<file path="src/rtl/vid_tpg_timing.sv">
// Video timing generator and test-pattern source for the gamma pipeline.
// Produces an active / front-porch / sync / back-porch raster carrying one of four
// patterns: colour bars, gradient, checker or solid colour.
// Optional feature: define TPG_SCROLL_EN to add a frame counter that scrolls
// the gradient and the colour bars from one frame to the next.
module vid_tpg_timing #(
    parameter int unsigned H_ACTIVE = 1280,
    parameter int unsigned H_FP     = 110,
    parameter int unsigned H_SYNC   = 40,
    parameter int unsigned H_BP     = 220,
    parameter int unsigned V_ACTIVE = 720,
    parameter int unsigned V_FP     = 5,
    parameter int unsigned V_SYNC   = 5,
    parameter int unsigned V_BP     = 20,
    parameter logic        HS_POL   = 1'b1,
    parameter logic        VS_POL   = 1'b1
) (
    input  logic        clk,
    input  logic        rst,
    input  logic        i_enable,
    input  logic [1:0]  i_pattern_sel,
    input  logic [23:0] i_solid_rgb,
    output logic [23:0] o_rgb888,
    output logic        o_vsync,
    output logic        o_hsync,
    output logic        o_vaild,
    output logic        o_sof
);

    localparam int unsigned H_TOTAL = H_ACTIVE + H_FP + H_SYNC + H_BP;
    localparam int unsigned V_TOTAL = V_ACTIVE + V_FP + V_SYNC + V_BP;
    // At least 8 bits so the gradient and checker bit selects are always in range
    localparam int unsigned HW      = ($clog2(H_TOTAL) > 8) ? $clog2(H_TOTAL) : 8;
    localparam int unsigned VW      = ($clog2(V_TOTAL) > 8) ? $clog2(V_TOTAL) : 8;
    localparam int unsigned BAR_W   = ((H_ACTIVE / 8) > 0) ? (H_ACTIVE / 8) : 1;

    typedef enum logic {IDLE, RUN} state_t;

    state_t         state, state_nx;
    logic [HW-1:0]  h, h_nx;
    logic [VW-1:0]  v, v_nx;
    logic           latch;
    logic           frame_wrap;
    logic [1:0]     sel_q;
    logic [23:0]    solid_q;

    logic           run_c, act_c, hs_on_c, vs_on_c, sof_c;
    logic [HW-1:0]  bar_div_c;
    logic [2:0]     bar_idx_c;
    logic [7:0]     grad_r_c;
    logic [23:0]    bar_rgb_c, pat_rgb_c, rgb_c;

    // State, raster counters and the per-frame pattern latch
    always_ff @(posedge clk or posedge rst) begin
        if (rst) begin
            state   <= IDLE;
            h       <= '0;
            v       <= '0;
            sel_q   <= '0;
            solid_q <= '0;
        end else begin
            state <= state_nx;
            h     <= h_nx;
            v     <= v_nx;
            if (latch) begin
                sel_q   <= i_pattern_sel;
                solid_q <= i_solid_rgb;
            end
        end
    end

    // Next state and counter advance; a frame only ends at its last count
    always_comb begin
        state_nx   = state;
        h_nx       = h;
        v_nx       = v;
        latch      = 1'b0;
        frame_wrap = 1'b0;
        case (state)
            IDLE: begin
                h_nx = '0;
                v_nx = '0;
                if (i_enable) begin
                    latch    = 1'b1;
                    state_nx = RUN;
                end
            end
            RUN: begin
                if (h == HW'(H_TOTAL - 1)) begin
                    h_nx = '0;
                    if (v == VW'(V_TOTAL - 1)) begin
                        v_nx = '0;
                        if (i_enable) begin
                            latch      = 1'b1;
                            frame_wrap = 1'b1;
                        end else begin
                            state_nx = IDLE;
                        end
                    end else begin
                        v_nx = v + VW'(1);
                    end
                end else begin
                    h_nx = h + HW'(1);
                end
            end
            default: state_nx = IDLE;
        endcase
    end

`ifdef TPG_SCROLL_EN
    logic [7:0] frame_cnt;

    // Frame counter: advances at each frame wrap, cleared while idle
    always_ff @(posedge clk or posedge rst) begin
        if (rst) begin
            frame_cnt <= '0;
        end else if (state == IDLE) begin
            frame_cnt <= '0;
        end else if (frame_wrap) begin
            frame_cnt <= frame_cnt + 8'd1;
        end
    end

    // Scrolled gradient red channel and bar index
    always_comb begin
        bar_div_c = h / HW'(BAR_W);
        bar_idx_c = (bar_div_c > HW'(7)) ? 3'd7 : 3'(bar_div_c);
        bar_idx_c = bar_idx_c + frame_cnt[2:0];
        grad_r_c  = 8'(h) + frame_cnt;
    end
`else
    // Static gradient red channel and bar index; remainder pixels stay in bar 7
    always_comb begin
        bar_div_c = h / HW'(BAR_W);
        bar_idx_c = (bar_div_c > HW'(7)) ? 3'd7 : 3'(bar_div_c);
        grad_r_c  = 8'(h);
    end
`endif

    // Raster regions and pattern selection for the current count
    always_comb begin
        run_c   = (state == RUN);
        act_c   = run_c && (h < HW'(H_ACTIVE)) && (v < VW'(V_ACTIVE));
        hs_on_c = run_c && (h >= HW'(H_ACTIVE + H_FP)) && (h < HW'(H_ACTIVE + H_FP + H_SYNC));
        vs_on_c = run_c && (v >= VW'(V_ACTIVE + V_FP)) && (v < VW'(V_ACTIVE + V_FP + V_SYNC));
        sof_c   = run_c && (h == '0) && (v == '0);
        case (bar_idx_c)
            3'd0:    bar_rgb_c = 24'hFFFFFF;
            3'd1:    bar_rgb_c = 24'hFFFF00;
            3'd2:    bar_rgb_c = 24'h00FFFF;
            3'd3:    bar_rgb_c = 24'h00FF00;
            3'd4:    bar_rgb_c = 24'hFF00FF;
            3'd5:    bar_rgb_c = 24'hFF0000;
            3'd6:    bar_rgb_c = 24'h0000FF;
            default: bar_rgb_c = 24'h000000;
        endcase
        case (sel_q)
            2'd0:    pat_rgb_c = bar_rgb_c;
            2'd1:    pat_rgb_c = {grad_r_c, 8'(v), 8'(h) + 8'(v)};
            2'd2:    pat_rgb_c = (h[5] ^ v[5]) ? 24'hFFFFFF : 24'h000000;
            default: pat_rgb_c = solid_q;
        endcase
        rgb_c = act_c ? pat_rgb_c : 24'h000000;
    end

    // Output register: everything for a given count appears one clock later
    always_ff @(posedge clk or posedge rst) begin
        if (rst) begin
            o_rgb888 <= '0;
            o_vaild  <= 1'b0;
            o_sof    <= 1'b0;
            o_hsync  <= ~HS_POL;
            o_vsync  <= ~VS_POL;
        end else begin
            o_rgb888 <= rgb_c;
            o_vaild  <= act_c;
            o_sof    <= sof_c;
            o_hsync  <= hs_on_c ? HS_POL : ~HS_POL;
            o_vsync  <= vs_on_c ? VS_POL : ~VS_POL;
        end
    end

endmodule

</file>
<file path="config.mk">
export PLATFORM = sky130hd
export DESIGN_NAME = vid_tpg_timing
export DESIGN_NICKNAME = d
export VERILOG_FILES = /design/src/rtl/vid_tpg_timing.sv
export SDC_FILE = /design/constraint.sdc
export NUM_CORES = 1
export LEC_CHECK = 0
export CORE_MARGIN = 2
export CORE_UTILIZATION = 33
export CTS_BUF_LIST = sky130_fd_sc_hd__clkbuf_16
export CTS_CLUSTER_SIZE = 28
export DETAILED_ROUTE_END_ITERATION = 12
export PLACE_DENSITY = 0.5
export SYNTH_ARGS = -nofsm -noshare
export SYNTH_HDL_FRONTEND = slang
export SYNTH_SLANG_ARGS = --single-unit
</file>
<file path="constraint.sdc">
create_clock -name clk -period 3.25 [get_ports clk]
set_clock_uncertainty 0.1 [all_clocks]
set_input_delay 0.975 -clock clk [delete_from_list [all_inputs] [get_ports clk]]
set_output_delay 0.975 -clock clk [all_outputs]
set_load 0.02 [all_outputs]
</file>
[After elaboration in Yosys (flattened, before gate mapping)]
Cells that the tools add are included.
Word-level totals
  logic and storage cells: 65
  ROM bits: 0
  output and inout bits: 28
  RAM bits: 0
  latch bits: 0
  register bits after elaboration: 76
  memories kept: 0
Operators by class
  bitwise gates (word level): 2
  reductions and logical operators: 12
  shifts and indexed selects: 0
  eq/ne operators: 11
  multipliers: 0
  muxes and demuxes: 19
  divide/modulo/power cells: 1
  $lt $le $gt $ge: 7
  add/sub/neg operators: 3
Operator list (count)
  24-bit case mux with 7 select lines: 1
  24-bit case mux with 3 select lines: 1
  24-bit two-way mux: 2
  11-bit less-than comparator (second input constant): 2
  11-bit case mux with 2 select lines: 1
  10-bit less-than comparator (second input constant): 2
  10-bit two-way mux: 2
  10-bit case mux with 2 select lines: 1
  11-bit by 1-bit adder with 11-bit output (second input constant): 1
  11-bit by 8-bit divider with 11-bit output (second input constant): 1
  11-bit equality test (second input constant): 1
  11-bit greater-or-equal comparator (second input constant): 1
  11-bit by 3-bit > comparator with 1-bit output (second input constant): 1
  11-bit zero test: 1
  11-bit two-way mux: 1
  10-bit by 1-bit adder with 10-bit output (second input constant): 1
  10-bit equality test (second input constant): 1
  10-bit greater-or-equal comparator (second input constant): 1
  10-bit zero test: 1
  3-bit equality test (second input constant): 3
  8-bit adder: 1
  1-bit logical AND: 8
  1-bit two-way mux: 7
  3-bit by 2-bit equality test with 1-bit output (second input constant): 2
  10 further kinds: 11

[Longest topological paths before layout]
Gate-level depths: netlist of the first run.
  depth in word-level cells: 7
  mapped depth: 8
  mapped depth without buffers: 8

[Least setup slack after synthesis of the first run]
No wires, ideal clock.
  path type: flip-flop to flip-flop
  start point: register v[1]
  end point: register sel_q[0]
  path buffers: 1
  stages on the path, launching flop included: 9
  library setup time: 125 ps
  arrival time: 2135 ps
  required time: 3025 ps
  clock period less this slack: 2360 ps
  path slack: 890 ps
  cells stage by stage: dfrtp_1 -> inv_1 -> ha_1 -> inv_1 -> or4_4 -> o21ai_4 -> nand2_4 -> buf_6 -> mux2_4
Between the ends
  longest elaborated chain between the ends: 4
RTL lines
  start, declared: line 41  | logic [VW-1:0] v, v_nx;
  start signal, assigned: line 64  | v <= v_nx;
  10-bit equality test: line 91  | if (v == VW'(V_TOTAL - 1)) begin
  1-bit two-way mux: line 91
  1-bit two-way mux: line 89  | if (h == HW'(H_TOTAL - 1)) begin
  1-bit case mux with 2 select lines: line 79  | case (state)
  end signal, assigned: line 66  | sel_q <= i_pattern_sel;
  end, declared: line 44  | logic [1:0] sel_q;
Every way passes these cells.
A chain may end at the register's enable or synchronous reset.

[Worst setup path in the final report of the first run]
  start point: register v[1]
  end point: register solid_q[7]
Between the ends
  longest elaborated chain between the ends: 4
RTL lines
  10-bit equality test: line 91
  1-bit two-way mux: line 91
  1-bit two-way mux: line 89
  1-bit case mux with 2 select lines: line 79
  end signal, assigned: line 67  | solid_q <= i_solid_rgb;
  end, declared: line 45  | logic [23:0] solid_q;
Every way passes these cells.

==> results of run 1 <==
## cells in the mapped netlist (all sizes together) (7+ instances only)
master	instances	share of area (%)
nand2	36	3.6
clkbuf	17	1.6
nand3	10	1.3
xor2	7	1.5
dfrtp	76	48
o21ai	37	4.9
inv	16	1.5
xnor2	11	2.4
a21oi	29	3.6
nor2	32	3.0
ha	14	4.4
mux2	27	9.5
## registers in the layout (all words and copies together) (netlist names)
name and flops:
solid_q 24, run_c 1, h 11, o_vaild 1, o_vsync 1, sel_q 2
o_rgb888 24, o_sof 1, v 10, o_hsync 1
## cell type report
type	count	share of cell area (%)
Multi-Input combinational cell	278	38.4
Sequential cell	76	38.0
Timing Repair Buffer	62	12.4
Clock buffer	9	4.50
Tap cell	147	3.68
Clock inverter	7	1.83
Inverter	16	1.20
## cell families after synthesis
| group | count (synthesis) |
|---|---|
| flops | 76 |
| xor+xnor | 18 |
| simple gates | 119 |
| fa+ha+maj | 15 |
| mux | 27 |
| buf+inv | 39 |
| compound gates | 99 |
## power by group through the flow
stage	Combinational, mW	Sequential (mW)	Clock, mW
after floorplan	0.0147	0.964	0
final	0.0566	0.946	1.06
after detailed placement	0.0590	0.963	0
after global routing	0.0623	0.946	1.13
after CTS	0.0590	0.946	1.08
after global placement	0.0589	0.963	0
## per-layer routing
layer / share of wire (%) / vias to the layer above / global-route usage (%) / routed length [µm]
met5: 0 / - / 0 / 0
met4: 2.1 / 0 / 6.91 / 206
met3: 3.7 / 14 / 3.35 / 365
met2: 46 / 62 / 24.9 / 4510
met1: 48 / 1501 / 22.0 / 4730
li1: - / 1501 / - / -
## worst max-delay path by stage
stage	cells past startpoint	from	slack, ps	end
3_3_place_gp	7	v[1]$_DFFE_PP0P_	620	solid_q[21]$_DFFE_PP0P_
2_1_floorplan	1	rst	240	h[0]$_DFF_PP0_
6_report	7	v[1]$_DFFE_PP0P_	570	solid_q[7]$_DFFE_PP0P_
4_1_cts	7	v[1]$_DFFE_PP0P_	560	solid_q[5]$_DFFE_PP0P_
3_5_place_dp	7	v[1]$_DFFE_PP0P_	590	solid_q[22]$_DFFE_PP0P_
5_1_grt	7	v[1]$_DFFE_PP0P_	420	solid_q[3]$_DFFE_PP0P_
## through the flow
step | instances | power (mW)
final | 595 | 2.06
after global routing | 595 | 2.14
after CTS | 595 | 2.09
after detailed placement | 579 | 1.02
after global placement | 579 | 1.02
after floorplan | 393 | 0.978
==> flow_summary.toml, run 1 <==
[pwr]
leakage_nw = 2.19
pwr-share-comb_pct = 2.7
p_int_mw = 1.65
clockPowerShare_pct = 51.3
p_sw_mw = 0.412
ir_worst_vdd_uv = 172
seqPwrFrac_pct = 45.9
netSwitchingFraction_pct = 20.0
p_per_area_nw_per_um2 = 412

[layout]
syn_to_final_growth_pct = 25.4
final_common_cell = "dfrtp_1"
fill_cells = 1166
fin_nets = 487
regArea_um2 = 1900
postLayoutCoreUtil_pct = 42.0
final_cell_mix = "dfrtp_1 (76), clkdlybuf4s50_1 (56), o21ai_0 (36), nand2_1 (35), nor2_1 (32)"
multi_input_area_um2 = 1920
drive_above_1_share_pct = 12.3
antenna_cells = 0
design_area_um2 = 5000

[routing]
drt_iter0_markers = 153
wl_per_cell_um = 16.5
vias_per_cell = 5.17
remaining_drc_errors = 0
drt_wl_total_um = 9820
antenna_left = 0
dr.pass1.iters = 4
vias = 3078

[timing]
rsz0062_at_grt = "false"
period_needed_ps = 2680
hold_violations = 0
tightest_slew_ps = 811
hold_ws_ps = 400
setup-tns-final_ps = 0
fmax_ghz = 0.373
fin_crit_sh_pct = 82.5
drv_slew = 0
setup_slack_ps = 567
slew_headroom_pct = 46.0
setup_viol = 0

[clocking]
numCtsBuffers = 9
clock_sinks = 76
post_cts_buffers = 0
insertion_delay_ps = 340
clkTransAtPathRegs_ps = 60
clock_tree.root_cell = "clkbuf_16"
tritoncts = "yes"
cts_resized = 0
cts_max_level = 3
cts_buffer_depth = 2
cts.hold.buffers_added = 0

[yosys]
synthAdderAreaFrac_pct = 4.89
avgSynthCellArea_um2 = 10.1
synth_area_um2 = 3990
synth-xor-area-share_pct = 3.95
synth_top_family_by_area = "compound AO/OA/AOI/OAI gates"
yosysWarnings = 0
ys.flop_type = "dfrtp_1"
synth.area.mux_share_pct = 9.51
synth-simple-area-share_pct = 14.9
ys_types = 51
syn_nets = 437
ys_seq_area_share_pct = 47.7
syn_inst = 393
synth_compound_area_share_pct = 14.9
synthArstFlopShare_pct = 100
yosys_register_bits = 76
synth_edf_count = 0

[min_path]
hold_class = "reg -> reg"
hold_depth = 1
holdPathEnd = "solid_q[15]$_DFFE_PP0P_"
min_from = "solid_q[15]$_DFFE_PP0P_"

[placed_design]
placed_area_um2 = 4680
globalplace.congestion = 0.822
port_buffers = 56
dp_slack_ps = 586
hpwlAfterDp_um = 6840

[floorplanning]
fp.dieH_um = 114
coreArea_um2 = 11900
dieArea_um2 = 13000
die_x_um = 114
initial_utilization_pct = 33.5
core.rowCount = 40
io_pins = 57

[global_route]
grt_max_degree = 77
antenna_found_initial = 0
overflow = 0
grt_pass1_vias = 3021
grt_usage_pct = 16.1
grt_pass1_wl_um = 16100

[setup_path]
r2r-start = "v[1]$_DFFE_PP0P_"
max_stage_delay_ps = 530
worstSetupPathType = "reg -> reg"
crit_arrival_ps = 2800
path_cells = "inv_1, ha_1, inv_1, or4_4, o21ai_4, nand2_4, mux2_4"
rrSetupSlack_ps = 570
path_delay_family = "simple AND/OR/NAND/NOR gates"
critical_path.slowest_cell = "or4_4"
cp_common_cell = "inv_1"
r2r-end = "solid_q[7]$_DFFE_PP0P_"
worst_setup_path_end_kind = "register"
crit_fanout = 26
cp_data_required_time_ps = 3370
path_buf_inv = 2
reg2reg_depth = 7
critPathLaunchType = "register"

[job]
drv_cap = 0

[run_status]
status = "completed"
Note: power is estimated with default switching activity, not from simulation.
==> run 2, diff against run 1 <==
Settings changed: PLACE_DENSITY 0.5 to 0.52.
Clock period 3.25 ns to 2.31 ns, I/O delays scaled along.
==> run 2 against run 1 <==
Effect of this change: global-route usage grew 0.43 points; combinational power grew 47%; hold slack gained 3.2 ps; largest cell class unchanged; largest power group unchanged; highest routed layer unchanged.
==> flow_summary.toml, run 2 (synthesis results as in run 1) <==
[run_status]
status = "completed"

[global_route]
antenna_found_initial = 0
grt_util_met1_pct = 23.3
grt_usage_pct = 16.5
gr-usage-met3_pct = 3.67
grtUsageMet2_pct = 25.5
grt_pass1_vias = 3192
grt_max_degree = 77
gr-max-usage-layer = "met2"
grt_pass1_wl_um = 16800
overflow = 0

[timing]
setup_viol = 0
period_needed_ps = 2290
drv_slew = 0
hold_violations = 0
setup-tns-final_ps = 0
fin_crit_sh_pct = 99.3
slew_headroom_pct = 60.7
fmax_ghz = 0.436
rsz0062_at_grt = "true"
tightest_slew_ps = 587
setup_slack_ps = 16.0
hold_ws_ps = 403

[clocking]
cts_buffer_depth = 2
insertion_delay_ps = 340
cts_max_level = 3
clock_tree.root_cell = "clkbuf_16"
clkTransAtPathRegs_ps = 60
cts.hold.buffers_added = 0
tritoncts = "yes"
numCtsBuffers = 9
clock_sinks = 76

[routing]
drt_wl_total_um = 10500
antenna_left = 0
remaining_drc_errors = 0
vias_per_cell = 5.09
wl_per_cell_um = 16.7
drt_iter0_markers = 169
dr.pass1.iters = 5
vias = 3190

[setup_path]
path_cells = "buf_4, ha_2, inv_1, or4_4, o21ai_4, nand2_4, mux2_4"
worstSetupPathType = "reg -> reg"
cp_data_required_time_ps = 2430
max_stage_delay_ps = 530
crit_arrival_ps = 2410
worst_setup_path_end_kind = "register"
path_delay_family = "simple AND/OR/NAND/NOR gates"
rrSetupSlack_ps = 20
path_buf_inv = 2
critical_path.slowest_cell = "or4_4"
crit_fanout = 13
critPathLaunchType = "register"

[layout]
design_area_um2 = 5290
fin_nets = 519
fin_cells = 627
fill_cells = 1151
top_regs = "o_rgb888 (24), solid_q (24), h (11)"
final_common_cell = "dfrtp_1"
syn_to_final_growth_pct = 32.6
drive_above_1_share_pct = 19.4
antenna_cells = 0
postLayoutCoreUtil_pct = 44.4
final_cell_mix = "dfrtp_1 (75), clkdlybuf4s50_1 (56), o21ai_0 (36), nand2_1 (35)"

[placed_design]
hpwlAfterDp_um = 7380
dp_slack_ps = -38.8
placed_area_um2 = 4900
dp.cells = 605
globalplace.congestion = 0.818
port_buffers = 56

[min_path]
hold_class = "reg -> reg"

[floorplanning]
core.rowCount = 40
die_x_um = 114
coreArea_um2 = 11900
dieArea_um2 = 13000
fp.dieH_um = 114
initial_utilization_pct = 33.5
io_pins = 57

[pwr]
ir_worst_vdd_uv = 354
leakage_nw = 2.34
p_per_area_nw_per_um2 = 532
power_mw = 2.81

[job]
drv_cap = 0
[run 2: changes by cell type in the layout (fill, tap and decap cells not counted), moves of 2 or more]
cell,before,now
buf_6,0,2
ha_1,14,12
nand2_8,0,2
ha_2,0,2
buf_4,5,32
[run 2: routing by layer]
| layer | wire length, µm | vias to the layer above | share of wire (%) |
|---|---|---|---|
| li1 | - | 1556 | - |
| met2 | 4930 | 70 | 47 |
| met5 | 0 | - | 0 |
| met4 | 148 | 0 | 1.4 |
| met3 | 426 | 13 | 4.1 |
| met1 | 5000 | 1551 | 48 |
[run 2: repair_timing]
item	4_1_cts	5_1_grt
gates resized for setup	1	10
setup buffers	0	4
pin swaps	0	2
setup endpoints to repair	26	38
cloned	0	2
[run 2: where the power goes]
| part | internal [mW] | total [mW] | leakage (nW) | switching (mW) |
|---|---|---|---|---|
| Combinational | 0.0460 | 0.0830 | 1.29 | 0.0370 |
| Clock | 0.833 | 1.40 | 0.147 | 0.566 |
| Sequential | 1.33 | 1.33 | 0.910 | 0 |
| Total | 2.21 | 2.81 | 2.34 | 0.603 |
[run 2: worst paths after layout]
path                                    startpoint  cells past startpoint                 endpoint
setup / recovery                  v[0]$_DFFE_PP0P_                      7   solid_q[9]$_DFFE_PP0P_
hold / removal             solid_q[17]$_DFFE_PP0P_                      1  solid_q[17]$_DFFE_PP0P_
setup reg to reg                  v[0]$_DFFE_PP0P_                      7   solid_q[9]$_DFFE_PP0P_
hold reg to reg            solid_q[17]$_DFFE_PP0P_                      1  solid_q[17]$_DFFE_PP0P_
max in group asynchronous                      rst                      3         v[1]$_DFFE_PP0P_
min in group asynchronous                      rst                      3   o_rgb888[14]$_DFF_PP0_
[run 2: final cells by class]
cell class	instances	area [µm²]	share of cell area [%]
Clock buffer	9	225	4.26
Sequential cell	76	1900	36.0
Timing Repair Buffer	92	863	16.3
Tap cell	147	184	3.48
Clock inverter	7	66.3	1.25
Multi-Input combinational cell	280	1980	37.5
Inverter	16	63.8	1.21
[run 2: worst register-to-register path: stages (launching register included)]
cell and delay, ps:
dfrtp_1 370, buf_4 130, ha_2 170, inv_1 40, or4_4 530, o21ai_4 270
nand2_4 210, mux2_4 370
==> run 3, diff against run 2 <==
Settings changed: CORE_MARGIN 2 to 8, RECOVER_POWER from default to 50.
==> run 3 against run 2 <==
Effect of this change: total power shrank 1.8%; clock power shrank 4%; register-to-register slack is essentially flat; critical path depth grew 1; critical path type unchanged.
==> flow_summary.toml, run 3 (synthesis results as in run 1) <==
[clocking]
cts_max_level = 3
cts_buffer_depth = 2
tritoncts = "yes"
clock_tree.root_cell = "clkbuf_16"
clock_sinks = 76
clkTransAtPathRegs_ps = 60
insertion_delay_ps = 340
numCtsBuffers = 9

[timing]
slew_headroom_pct = 32.7
setup_viol = 0
fmax_ghz = 0.437
hold_ws_ps = 404
hold_violations = 0
rsz0062_at_grt = "true"
drv_slew = 0
setup-tns-final_ps = 0
fin_crit_sh_pct = 99.1
tightest_slew_ps = 1010
period_needed_ps = 2290

[global_route]
antenna_found_initial = 0
grt_usage_pct = 13.9
grt_max_degree = 77
grt_pass1_vias = 3363
grt_pass1_wl_um = 17600
overflow = 0

[routing]
drt_wl_total_um = 10900
vias_per_cell = 5.16
wl_per_cell_um = 17.4
vias = 3237
drt_iter0_markers = 152
dr.pass1.iters = 4
remaining_drc_errors = 0
antenna_left = 0

[pwr]
netSwitchingFraction_pct = 20.6
p_int_mw = 2.19
leakage_nw = 2.34
power_mw = 2.76
p_per_area_nw_per_um2 = 522
seqPwrFrac_pct = 48.2
ir_worst_vdd_uv = 292
p_sw_mw = 0.568
clockPowerShare_pct = 48.9
pwr-share-comb_pct = 2.9

[floorplanning]
dieArea_um2 = 15900
core.rowCount = 40
fp.dieH_um = 126
io_pins = 57
die_x_um = 126
coreArea_um2 = 11900
initial_utilization_pct = 33.5

[layout]
syn_to_final_growth_pct = 32.9
final_common_cell = "dfrtp_1"
drive_above_1_share_pct = 19.2
fin_nets = 519
antenna_cells = 0
final_cell_mix = "dfrtp_1 (75), clkdlybuf4s50_1 (55), nand2_1 (35), o21ai_0 (35), nor2_1 (32)"
fin_cells = 627
top_regs = "o_rgb888 (24), solid_q (24), h (11)"

[setup_path]
critPathLaunchType = "register"
worstSetupPathType = "reg -> reg"
crit_fanout = 13
crit_arrival_ps = 2410
worst_setup_path_end_kind = "register"
cp_data_required_time_ps = 2430

[placed_design]
globalplace.congestion = 0.812
dp.cells = 605
hpwlAfterDp_um = 7660
port_buffers = 56

[run_status]
status = "completed"

[min_path]
hold_class = "reg -> reg"

[job]
drv_cap = 0
run 3: final timing paths:
path / to / from / depth (start not counted) / slack (ps)
max reg2reg: solid_q[8]$_DFFE_PP0P_ / v[1]$_DFFE_PP0P_ / 8 / 20
min in group asynchronous: solid_q[21]$_DFFE_PP0P_ / rst / 3 / 1120
max: solid_q[8]$_DFFE_PP0P_ / v[1]$_DFFE_PP0P_ / 8 / 20
max in group asynchronous: v[1]$_DFFE_PP0P_ / rst / 3 / 310
min: solid_q[14]$_DFFE_PP0P_ / solid_q[14]$_DFFE_PP0P_ / 1 / 400
min reg2reg: solid_q[14]$_DFFE_PP0P_ / solid_q[14]$_DFFE_PP0P_ / 1 / 400
run 3: area by class of cell:
| type | instances | area [µm²] |
|---|---|---|
| Clock buffer | 9 | 225 |
| Clock inverter | 7 | 58.8 |
| Timing Repair Buffer | 92 | 863 |
| Sequential cell | 76 | 1900 |
| Tap cell | 147 | 184 |
| Multi-Input combinational cell | 280 | 2000 |
| Fill cell | 1138 | 6610 |
| Inverter | 16 | 63.8 |
run 3: through the flow:
step	utilization (%)	worst slack, ps	cell area, µm²
after floorplan	-	14.8	3990
after global placement	41.1	19.7	4900
after detailed placement	41.1	-33.3	4900
after CTS	43.6	2.69	5190
after global routing	44.5	-58.7	5300
final	44.5	21.9	5300
run 3: power groups by stage:
stage	sequential [mW]	clock, mW	combinational (mW)
finish	1.33	1.35	0.0798
detailed placement	1.36	0	0.0835
CTS	1.33	1.39	0.0840
global placement	1.36	0	0.0830
global route	1.33	1.44	0.0890
floorplan	1.36	0	0.0211
run 3: critical path, cell delays in order (launching register included):
cell	delay, ps
dfrtp_2	420
inv_2	60
ha_2	170
inv_1	40
or4_4	520
o21ai_4	260
buf_12	150
nand2_8	100
mux2_4	330
run 3: repair_timing:
item | in CTS | in global routing
resized for setup | 2 | 12
setup endpoints to repair | 27 | 40
pin swaps | 0 | 2
buffers inserted | 0 | 4
hold buffers | 0 | 0
gates cloned | 0 | 2
run 3: routing by layer:
layer,global-route usage (%),vias up,part of all wire [%]
met3,3.25,17,4.6
met5,0,-,0
li1,-,1563,-
met4,6.23,0,2.2
met1,17.7,1593,46
met2,22.0,64,47
